`config.mk`:
```
export PLATFORM = sky130hd
export DESIGN_NAME = mem_stage
export DESIGN_NICKNAME = d
export VERILOG_FILES = /design/src/rtl/common.sv /design/src/rtl/load_extract.sv /design/src/rtl/mem_stage.sv
export SDC_FILE = /design/constraint.sdc
export NUM_CORES = 1
export LEC_CHECK = 0
export ABC_AREA = 1
export CORE_MARGIN = 2
export CORE_UTILIZATION = 43
export CTS_CLUSTER_DIAMETER = 150
export DETAILED_ROUTE_END_ITERATION = 12
export GPL_TIMING_DRIVEN = 1
export PLACE_DENSITY = 0.78
export SYNTH_ARGS = -nofsm -noshare
export SYNTH_HDL_FRONTEND = slang
export SYNTH_HIERARCHICAL = 1
export SYNTH_SLANG_ARGS = --single-unit
```
`constraint.sdc`:
```
create_clock -name clk -period 1.59 [get_ports clk]
set_input_delay 0.2385 -clock clk [delete_from_list [all_inputs] [get_ports clk]]
set_output_delay 0.2385 -clock clk [all_outputs]
set_load 0.1 [all_outputs]
```
`src/rtl/common.sv`:
```
// Shared types and constants for the memory stage: access sizes, FSM states and
// byte-strobe base patterns.
package common;

   typedef enum logic [1:0] {
      MSIZE1 = 2'd0,
      MSIZE2 = 2'd1,
      MSIZE4 = 2'd2,
      MSIZE8 = 2'd3
   } msize_t;

   typedef enum logic [2:0] {
      IDLE = 3'd0,
      REQ  = 3'd1,
      WAIT = 3'd2,
      DONE = 3'd3,
      DROP = 3'd4
   } mem_state_t;

   localparam logic [7:0] STRB_B = 8'h01;
   localparam logic [7:0] STRB_H = 8'h03;
   localparam logic [7:0] STRB_W = 8'h0F;
   localparam logic [7:0] STRB_D = 8'hFF;

   function automatic logic [7:0] size_strobe(msize_t size);
      logic [7:0] strb;
      unique case (size)
         MSIZE1:  strb = STRB_B;
         MSIZE2:  strb = STRB_H;
         MSIZE4:  strb = STRB_W;
         default: strb = STRB_D;
      endcase
      return strb;
   endfunction

   // Low address bits that must be zero for a naturally aligned access.
   function automatic logic [2:0] size_mask(msize_t size);
      logic [2:0] mask;
      unique case (size)
         MSIZE1:  mask = 3'b000;
         MSIZE2:  mask = 3'b001;
         MSIZE4:  mask = 3'b011;
         default: mask = 3'b111;
      endcase
      return mask;
   endfunction

endpackage

```
`src/rtl/load_extract.sv`:
```
// Combinational load-data alignment: shifts the response word down to the byte
// offset, truncates to the access size and sign- or zero-extends.
module load_extract
   import common::*;
(
   input  logic [63:0] dresp_data,
   input  logic [2:0]  addr_lo,
   input  logic [1:0]  size,
   input  logic        is_unsigned,
   output logic [63:0] result
);

   logic [63:0] shifted;

   always_comb begin
      shifted = dresp_data >> {addr_lo, 3'b000};
      result  = shifted;
      unique case (msize_t'(size))
         MSIZE1: result = is_unsigned ? {56'b0, shifted[7:0]}
                                      : {{56{shifted[7]}}, shifted[7:0]};
         MSIZE2: result = is_unsigned ? {48'b0, shifted[15:0]}
                                      : {{48{shifted[15]}}, shifted[15:0]};
         MSIZE4: result = is_unsigned ? {32'b0, shifted[31:0]}
                                      : {{32{shifted[31]}}, shifted[31:0]};
         MSIZE8: result = shifted;
      endcase
   end

endmodule

```
`src/rtl/mem_stage.sv`:
```
// Pipeline memory stage: issues one bus request per load/store, stalls the pipe
// until the response returns. Optional MISALIGN_CHECK_EN traps misaligned accesses.
module mem_stage
   import common::*;
(
   input  logic        clk,
   input  logic        reset,
   input  logic        in_valid,
   input  logic        mem_read,
   input  logic        mem_write,
   input  logic [1:0]  mem_size,
   input  logic        mem_unsigned,
   input  logic [63:0] ALU_result_in,
   input  logic [63:0] reg_Q2_in,
   input  logic        advance,
   input  logic        flush,
   output logic        dreq_valid,
   output logic [63:0] dreq_addr,
   output logic        dreq_write,
   output logic [7:0]  dreq_strobe,
   output logic [63:0] dreq_data,
   input  logic        dreq_ready,
   input  logic        dresp_valid,
   input  logic [63:0] dresp_data,
   output logic [63:0] Memory_Data_out,
   output logic        mem_busy,
   output logic        misalign_out
);

   mem_state_t  state_q, state_d;
   logic [63:0] addr_q, data_q, mdata_q, mdata_d, load_val;
   logic [7:0]  strobe_q;
   logic [1:0]  size_q;
   logic        write_q, uns_q, pend_q, pend_d;
   logic        start, capture, misaligned;
   msize_t      req_size;

   assign req_size = msize_t'(mem_size);
   // Gated by reset so the stall request is low while reset is held.
   assign start    = reset & in_valid & (mem_read | mem_write) & ~flush;

`ifdef MISALIGN_CHECK_EN
   logic misalign_q;
   assign misaligned   = (ALU_result_in[2:0] & size_mask(req_size)) != 3'b000;
   assign misalign_out = (state_q == DONE) & misalign_q;
`else
   assign misaligned   = 1'b0;
   assign misalign_out = 1'b0;
`endif

   load_extract u_load_extract (
      .dresp_data  (dresp_data),
      .addr_lo     (addr_q[2:0]),
      .size        (size_q),
      .is_unsigned (uns_q),
      .result      (load_val)
   );

   always_comb begin
      state_d    = state_q;
      pend_d     = pend_q;
      mdata_d    = mdata_q;
      capture    = 1'b0;
      mem_busy   = 1'b0;
      dreq_valid = 1'b0;
      unique case (state_q)
         IDLE: begin
            if (start) begin
               capture  = 1'b1;
               mem_busy = 1'b1;
               mdata_d  = '0;
               pend_d   = 1'b0;
               state_d  = misaligned ? DONE : REQ;
            end
         end
         REQ: begin
            mem_busy   = 1'b1;
            dreq_valid = 1'b1;
            if (flush) begin
               // The request still has to reach the bus if not yet accepted.
               state_d = DROP;
               pend_d  = ~dreq_ready;
            end else if (dreq_ready) begin
               state_d = WAIT;
            end
         end
         WAIT: begin
            mem_busy = 1'b1;
            if (dresp_valid) begin
               state_d = flush ? IDLE : DONE;
               mdata_d = write_q ? '0 : load_val;
            end else if (flush) begin
               state_d = DROP;
            end
         end
         DROP: begin
            mem_busy   = 1'b1;
            dreq_valid = pend_q;
            if (pend_q) begin
               if (dreq_ready) pend_d = 1'b0;
            end else if (dresp_valid) begin
               state_d = IDLE;
            end
         end
         DONE: begin
            if (advance | flush) state_d = IDLE;
         end
         default: state_d = IDLE;
      endcase
   end

   always_ff @(posedge clk or negedge reset) begin
      if (!reset) begin
         state_q  <= IDLE;
         addr_q   <= '0;
         data_q   <= '0;
         strobe_q <= '0;
         write_q  <= 1'b0;
         size_q   <= '0;
         uns_q    <= 1'b0;
         pend_q   <= 1'b0;
         mdata_q  <= '0;
`ifdef MISALIGN_CHECK_EN
         misalign_q <= 1'b0;
`endif
      end else begin
         state_q <= state_d;
         pend_q  <= pend_d;
         mdata_q <= mdata_d;
         if (capture) begin
            addr_q   <= ALU_result_in;
            write_q  <= mem_write;
            size_q   <= mem_size;
            uns_q    <= mem_unsigned;
            strobe_q <= size_strobe(req_size) << ALU_result_in[2:0];
            data_q   <= reg_Q2_in << {ALU_result_in[2:0], 3'b000};
`ifdef MISALIGN_CHECK_EN
            misalign_q <= misaligned;
`endif
         end
      end
   end

   assign dreq_addr       = addr_q;
   assign dreq_write      = write_q;
   assign dreq_strobe     = strobe_q;
   assign dreq_data       = data_q;
   assign Memory_Data_out = (state_q == DONE) ? mdata_q : '0;

endmodule

```
Yosys cells after proc, flatten, opt, wreduce, memory -nomap -nowiden
Index checks and enable logic that the tools add are counted.

word-level totals
  input bits = 204
  register bits after elaboration = 208

operators by class
  mux-type cells = 30
  shifts and indexed selects = 3
  equal/unequal tests = 17
  reduce and logical (&&, ||, !) cells = 9
  bitwise logic cells = 7

operators with widths
  cell                  count
  $mux W64              7
  $pmux W64 S4          1
  $pmux W64 S2          1
  $shl A64 B6 Y64       1
  $shr A64 B6 Y64       1
  $mux W3               8
  $pmux W8 S3           1
  $pmux W3 S5           1
  $ne A2 B2 Y1 const B  6
  $mux W8               1
  $shl A8 B3 Y8         1
  $eq A2 B2 Y1 const B  3
  $eq A3 B2 Y1 const B  2
  $mux W1               6
  $ne A3 B3 Y1 const B  2
  $reduce_and A3 Y1     2
  $reduce_and A6 Y1     1
  $eq A2 B1 Y1 const B  2
  $logic_not A2 Y1      2
  $pmux W1 S2           2
  $and A1 B1 Y1         3
  $eq A3 B1 Y1 const B  1
  $eq A3 B3 Y1 const B  1
  $logic_not A3 Y1      1
  other kinds (7)       9

Depth between registers and ports, before layout
  depth in word-level cells = 7
  depth in mapped cells = 13

Modules after synthesis
The synthesis kept the hierarchy.

by module, submodules not included
  module        area each (µm²)  cells each  instances  seq. area each (µm²)
  mem_stage     10187.3          1353        1          5205.0
  load_extract  2466.1           552         1          0.0

Least setup slack after synthesis
No wires, ideal clock.

  path kind = register -> register
  start = reg state_q[0]
  end = reg pend_q
  arrival = 3151 ps
  path buffers = 1
  slack = -1647 ps
  stages on the path, launching flop included = 7
  library setup time = 86 ps
  cells stage by stage = dfrtp_1 > buf_2 > nor2_1 > nand2_1 > o21ai_0 > nand2_1 > o21ai_0

on the way
  word-level cells in the longest chain between the ends = 3

ends and longest elaborated chain
  what                                                                        line              text
  start, declared                                                             mem_stage.sv:30   mem_state_t state_q, state_d;
  start signal, assigned                                                      mem_stage.sv:127  state_q <= state_d;
  $eq A3 B1 Y1 (tied with other cells)                                        mem_stage.sv:66   unique case (state_q)
  $ne A2 B2 Y1 (no source line) / $reduce_bool A3 Y1 (equally long branches)  -
  $reduce_and A3 Y1 (no source line)                                          -
  end signal, assigned                                                        mem_stage.sv:128  pend_q <= pend_d;
  end, declared                                                               mem_stage.sv:34   logic write_q, uns_q, pend_q, pend_d;

Several ways; a longest one is shown, not always the timed one.
A chain may end at the register's enable or synchronous reset.

Final worst setup path
  start = reg addr_q[0], in the netlist dreq_addr[0]
  end = reg mdata_q[8]

on the way
  word-level cells in the longest chain between the ends = 6

ends and longest elaborated chain
  what                         line                                                        text
  start, declared              mem_stage.sv:31                                             logic [63:0] addr_q, data_q, mdata_q, mdata_d, load_val;
  start signal, assigned       mem_stage.sv:131                                            addr_q <= ALU_result_in;
  $shr A64 B6 Y64 (*)          load_extract.sv:16                                          shifted = dresp_data >> {addr_lo, 3'b000};
  $mux W64 (on tied branches)  load_extract.sv:23, load_extract.sv:19, load_extract.sv:21
  $pmux W64 S4 (*)             load_extract.sv:18                                          unique case (msize_t'(size))
  named net load_val[8]        mem_stage.sv:31
  $mux W64 (*)                 mem_stage.sv:91                                             mdata_d = write_q ? '0 : load_val;
  $mux W64 (*)                 mem_stage.sv:89                                             if (dresp_valid) begin
  $pmux W64 S2 (*)             mem_stage.sv:66
  end signal, assigned         mem_stage.sv:129                                            mdata_q <= mdata_d;
  end, declared                mem_stage.sv:31

The timed path passes the listed nets; every way through them passes the cells marked *. The select of a mux whose other input is x is not followed.

==> flow_summary.ini <==
[outcome]
status = finished, violations left
violations = setup timing

[power]
leakage_power_nw = 11.48
powerDensity_nw_per_um2 = 2395
vdd.ir_drop.worst_mv = 2.083
total_power_w = 0.05975

[critical_path]
critical_path.cell_chain = inv_6, buf_12, buf_8, buf_12, nand2_1, o211ai_1, nand3_1, nand2_1, nand3_1, o21ai_1
cp_slowest_stage_delay_ns = 0.62
timing.setup.critical_path_class = reg2reg
worst-endpoint-required_ns = 2.04
critical_path.max_fanout = 8
worst_ep_arrival_time_ns = 2.82
critical_path.slowest_cell = sky130_fd_sc_hd__o211ai_1
setup.worst_path.end_class = flip-flop
cp-start-kind = flip-flop

[sta]
final.period_utilization_pct = 148.9
timing.final.ws_setup_ns = -0.7773
hold_viol_final = 0
achievable-frequency_mhz = 422.4
slew_headroom_pct = 30.64
rsz0062_at_grt = yes
final-setup-viol-count = 277
fin_worst_skew_ns = 0.06016
timing.final.crit_period_ns = 2.367
worstMarginPinSlew_ns = 1.036
timing.final.max_slew_violations = 0

[die]
top_level_ports = 408
placementRows = 62
die_h_um = 175.5
initial_utilization_pct = 43.85
core_outline_area_um2 = 28860
die_area_um2 = 30810
die-width_um = 175.5

[layout]
drive_gt1_share_pct = 37.81
layout.filler_cells = 1391
final_nets = 2684
final_cell_count_no_fill = 2885
area_growth_pct = 97.12
final_core_utilization_pct = 86.43

[detailed_routing]
vias_cell = 6.093
drt.antenna.violating_nets = 0
detail_route.wl_per_cell_um = 25.51
drt_drc_violations_left = 0
drt_pre_antenna_iters = 7
routed_wl_um = 73580
initialDrtViolationCount = 2462
detailroute.via_count = 17580

[yosys]
synth.lib_cells_used.distinct = 33
netlist.top_cell.by_area = sky130_fd_sc_hd__dfrtp_1
netlist_instances = 1905
netlist_area_um2 = 12650
synth-seq-area-share_pct = 41.14
mappedNetlistNets = 2109
post-synth-top-count-cell = sky130_fd_sc_hd__nand2_1
synth_flop_cell = sky130_fd_sc_hd__dfrtp_1
synth.top_cells.by_area = sky130_fd_sc_hd__dfrtp_1 (41%), sky130_fd_sc_hd__nand2_1 (23%), sky130_fd_sc_hd__nand3_1 (9.3%), sky130_fd_sc_hd__inv_1 (3.7%), sky130_fd_sc_hd__o21ai_0 (3.5%)
synth.avg_cell_area_um2 = 6.642
flops_latches_synth = 208
ys_async_sr_fraction_pct = 100.0
synth-edff-count = 0
synth_top_cells_by_count = sky130_fd_sc_hd__nand2_1 (786), sky130_fd_sc_hd__nand3_1 (235), sky130_fd_sc_hd__dfrtp_1 (208)
synth_top_cell_area_share_pct = 41.14
yosysWarningCount = 6

[grt]
grt_remaining_overflow = 0
grt_antenna_before_repair = 5
number_of_global_route_vias_before_repair = 16630
first_pass_grt_wire_length_um = 92370
grt.total_usage_pct = 38.38
maximum_number_of_pins_on_one_net_before_global_route_repair = 101

[clock_network]
htree_levels = 1
tritoncts = built
clock_sink_count = 208
clkSlewWorstSetupHoldPaths_ns = 0.07
cts_buffer_depth = 3
tritoncts.num_buffers = 25
worst_skew_pair.late_latency_ns = 0.58
clock_tree.root_cell = sky130_fd_sc_hd__clkbuf_16

[hold_path]
hold_path.class = in2reg

[placement]
place_congestion = 0.9767
place_inst = 2729
port_buffers = 406
dp_hpwl_um = 39400

[job]
drv_cap = 0
-- cell type report --
| cell class | count | area (µm²) | area share (%) |
|---|---|---|---|
| inverter | 137 | 590.6 | 2.368 |
| tap | 384 | 480.5 | 1.926 |
| clock inverter | 7 | 56.30 | 0.2257 |
| antenna | 4 | 10.01 | 0.04013 |
| multi-input combinational | 1427 | 8177 | 32.78 |
| timing repair inverter | 4 | 47.55 | 0.1906 |
| clock buffer | 37 | 710.7 | 2.849 |
| sequential | 208 | 5219 | 20.92 |
| timing repair buffer | 677 | 9652 | 38.70 |
-- layout by cell type, fill, tap and decap left out, types with 69 or more instances in the layout --
master / instances
sky130_fd_sc_hd__buf_12: 247
sky130_fd_sc_hd__buf_4: 138
sky130_fd_sc_hd__clkdlybuf4s50_1: 201
sky130_fd_sc_hd__dfrtp_1: 203
sky130_fd_sc_hd__inv_1: 99
sky130_fd_sc_hd__nand2_1: 651
sky130_fd_sc_hd__nand2_2: 91
sky130_fd_sc_hd__nand3_1: 160
sky130_fd_sc_hd__nor2_4: 69
sky130_fd_sc_hd__o21ai_1: 83
-- path summary, 6_finish.rpt --
| check | depth (start not counted) | to | slack (ns) | start |
|---|---|---|---|---|
| max | 10 | mdata_q[8]$_DFFE_PN0P_ | -0.78 | dreq_addr[0]$_DFFE_PN0P_ |
| min | 3 | dreq_addr[60]$_DFFE_PN0P_ | 0.19 | ALU_result_in[60] |
| max reg2reg | 10 | mdata_q[8]$_DFFE_PN0P_ | -0.78 | dreq_addr[0]$_DFFE_PN0P_ |
| min reg2reg | 2 | dreq_data[59]$_DFFE_PN0P_ | 0.55 | dreq_data[59]$_DFFE_PN0P_ |
| max in group asynchronous | 4 | dreq_addr[0]$_DFFE_PN0P_ | 0.50 | reset |
| min in group asynchronous | 4 | mdata_q[50]$_DFFE_PN0P_ | 0.48 | reset |
-- worst max-delay path, delay by kind of cell, from the launching register on --
| family | cells | cell delay, ns |
|---|---|---|
| AOI/OAI and AO/OA | 2 | 0.74 |
| buffers and inverters | 4 | 0.47 |
| DFF | 1 | 0.56 |
| and+or+nand+nor | 4 | 0.50 |
-- flip-flops by register name, summed over array words and instances (netlist names) --
register / flops
mdata_q: 64
pend_q: 1
dreq_data: 64
dreq_strobe: 8
state_q: 3
uns_q: 1
dreq_write: 1
size_q: 2
dreq_addr: 64
-- per-layer routing --
metal,up-vias,track usage [%],share of wire (%)
met1,8128,44.35,33
met4,0,23.42,9.8
met3,586,9.264,13
met2,1661,64.48,45
met5,-,0,0
li1,7202,-,-
-- through the flow --
| step | TNS (ns) | area [µm²] | worst slack, ns | hold slack [ns] |
|---|---|---|---|---|
| 2_1_floorplan | -17.85 | 13430 | -0.5057 | -0.05709 |
| 3_3_place_gp | -48.52 | 20700 | -0.3258 | 0.4288 |
| 5_1_grt | -123.04 | 24940 | -0.7968 | 0.2040 |
| 4_1_cts | -73.07 | 23320 | -0.5080 | 0.2109 |
| 6_report | -109.06 | 24940 | -0.7773 | 0.1861 |
| 3_5_place_dp | -63.55 | 20700 | -0.3879 | 0.4348 |
-- where the power goes --
part           switching [W]  internal, W
clock network        0.00257      0.00310
registers            0.00249      0.00760
logic                 0.0278       0.0162
-- logic make-up (layout without fill, tap and decap cells) --
logic type | Yosys count | after routing | share of synthesized area (%)
simple gates | 1183 | 1183 | 38.83
buf+inv | 270 | 862 | 9.898
compound gates | 242 | 242 | 10.03
flops | 208 | 208 | 41.14
other cells | 1 | 5 | 0.02964
mux | 1 | 1 | 0.07911
-- timing repair --
action | 4_1_cts | 5_1_grt
hold endpoints to repair | 142 | 0
gates resized for setup | 247 | 304
setup endpoints to repair | 132 | 277
setup buffers | 45 | 29
pin swaps | 66 | 87
hold buffers | 1 | 0
cloned | 23 | 18
Power figures use the tool's default switching activity.
==> RTL change: new RTL, same settings <==
`mdata_q` no longer has a reset.
--- a/src/rtl/mem_stage.sv
+++ b/src/rtl/mem_stage.sv
@@ -119,14 +119,12 @@
          size_q   <= '0;
          uns_q    <= 1'b0;
          pend_q   <= 1'b0;
-         mdata_q  <= '0;
 `ifdef MISALIGN_CHECK_EN
          misalign_q <= 1'b0;
 `endif
       end else begin
          state_q <= state_d;
          pend_q  <= pend_d;
-         mdata_q <= mdata_d;
          if (capture) begin
             addr_q   <= ALU_result_in;
             write_q  <= mem_write;
@@ -141,6 +139,10 @@
       end
    end
 
+   always_ff @(posedge clk) begin
+      mdata_q <= mdata_d;
+   end
+
    assign dreq_addr       = addr_q;
    assign dreq_write      = write_q;
    assign dreq_strobe     = strobe_q;
Behaviour: no difference found for any inputs over 4 cycles, from zero or initial values and one cycle with reset low; that may be too few to reach the edited logic, so the function may still have changed.
==> RTL change against the unedited design <==
  * The flow still finishes with violations (setup timing)
  * Sequential share of layout area grew 1.7 points
  * Area after synthesis grew 2.3%
  * Wire length shrank 19%
  * Critical endpoint is now mdata_q[41]
  * Final area shrank 2.0%
  * Die area grew 2.3%
  * Largest cell class unchanged
  * Highest routed layer is now met5
  * Final cell count shrank 2.3%
  * Setup slack gained 0.26 ns
  * Power shrank 1.6%
  * Clock power shrank 6.9%
  * Count of clock-buffer cells in the layout shrank 3
  * Sequential cell count is the same
==> RTL change: results <==
metrics = {
    "status": {
        "run_status": "complete, but fails checks",
        "failed_checks": "setup timing",
    },
    "detailed_routing": {
        "drtIter0Drc": 1544,
        "route.top_layer_used": "met5",
        "met3_wire_length_mm": 5.69,
        "drt_via_density": 5.54,
        "met1_length_mm": 20.3,
        "wl_per_cell_um": 21.2,
        "detailroute.via_count": 15600,
        "dr.pass1.iters": 6,
        "amount_of_wire_on_met2_after_detailed_routing_mm": 30.1,
    },
    "global_route": {
        "grt_pass1_wl_mm": 83.8,
        "number_of_global_route_vias_before_repair": 15300,
        "grt_use_met1_pct": 38.6,
        "grt_antenna_before_repair": 13,
        "grt_max_degree": 145,
        "all_layer_gr_usage_pct": 34.1,
        "grt_use_met2_pct": 60.5,
    },
    "power": {
        "power_dens_cells_nw_per_um2": 2400,
        "cellInternalPower_w": 0.0267,
        "power.static_leakage_nw": 11.3,
        "power.ir.vdd_worst_mv": 1.93,
    },
    "sta": {
        "setup-violations-final": 339,
        "worst_slack_ns": -0.518,
        "fin_setup_tns_ns": -83.60,
        "fin_skew_ns": 0.0109,
    },
    "cells_and_area": {
        "diodes": 6,
        "n_all_inverters": 215,
        "nonClkBufAreaFrac_pct": 37.2,
        "final_layout_size_suffix_gt1_share_pct": 37.9,
        "nClkBuffers": 34,
        "multi_input_logic_cell_count": 1321,
        "nFillCells": 1637,
        "multi_input_comb_area_um2": 7680,
        "final_nets": 2609,
        "signal_buffers": 635,
        "sequential_share_of_cell_area_pct": 22.7,
    },
    "logic_synthesis": {
        "synth_area_per_cell_um2": 6.96,
        "yosysSeqAreaShare_pct": 42.7,
        "synth.distinct_cells": 38,
        "postSynthNetCount": 2064,
        "asyncSetResetFlopFracSynth_pct": 69.2,
        "synth.area.top_cells": "sky130_fd_sc_hd__dfrtp_1 (28%), sky130_fd_sc_hd__nand2_1 (22%), sky130_fd_sc_hd__edfxtp_1 (15%), sky130_fd_sc_hd__inv_1 (5.9%), sky130_fd_sc_hd__o21ai_0 (4.9%)",
        "synth-edff-count": 64,
        "ys_warn_count": 6,
    },
    "worst_setup_path": {
        "crit_path_top_delay_cell": "sky130_fd_sc_hd__dfrtp_4",
        "worst_path_largest_cell_delay_ns": 0.50,
        "reg2reg_depth": 12,
        "rr_endpoint": "mdata_q[41]",
        "worstPathArrival_ns": 2.38,
        "path_delay_family": "buffers and inverters",
    },
    "clock_network": {
        "cts_made_buffers": 24,
        "worstSkewPairLatency_ns": 0.53,
        "number_of_buffers_inserted_to_repair_setup_after_cts": 30,
        "cts_resized": 262,
    },
    "placement": {
        "inst_count_dp": 2694,
        "dp_hpwl_mm": 38.3,
    },
}
## RTL change: per-stage QoR
step                hold WS [ns]  utilization [%]  setup slack (ns)  area, um^2
finish                     0.250             82.5            -0.518       24500
global route               0.258             82.5            -0.572       24500
detailed placement         0.458             71.1            -0.422       21100
CTS                        0.235             78.6            -0.430       23300
global placement           0.457             71.1            -0.361       21100
floorplan                -0.0571                -            -0.518       13800
## RTL change: worst min path at each step
stage / startpoint / to / slack [ns]
6_report: ALU_result_in[44] / dreq_addr[44] / 0.25
5_1_grt: ALU_result_in[42] / dreq_addr[42] / 0.26
4_1_cts: ALU_result_in[53] / dreq_addr[53] / 0.24
3_5_place_dp: reset / dreq_addr[44] / 0.46
3_3_place_gp: reset / dreq_addr[44] / 0.46
2_1_floorplan: reset / dreq_addr[10] / -0.06
## RTL change: cell families after synthesis
group | Yosys count | synth area share [%]
other cells | 1 | 0.0290
mux | 1 | 0.0773
simple gates | 1090 | 35.9
flops | 208 | 42.7
compound gates | 229 | 9.48
buf+inv | 331 | 11.8
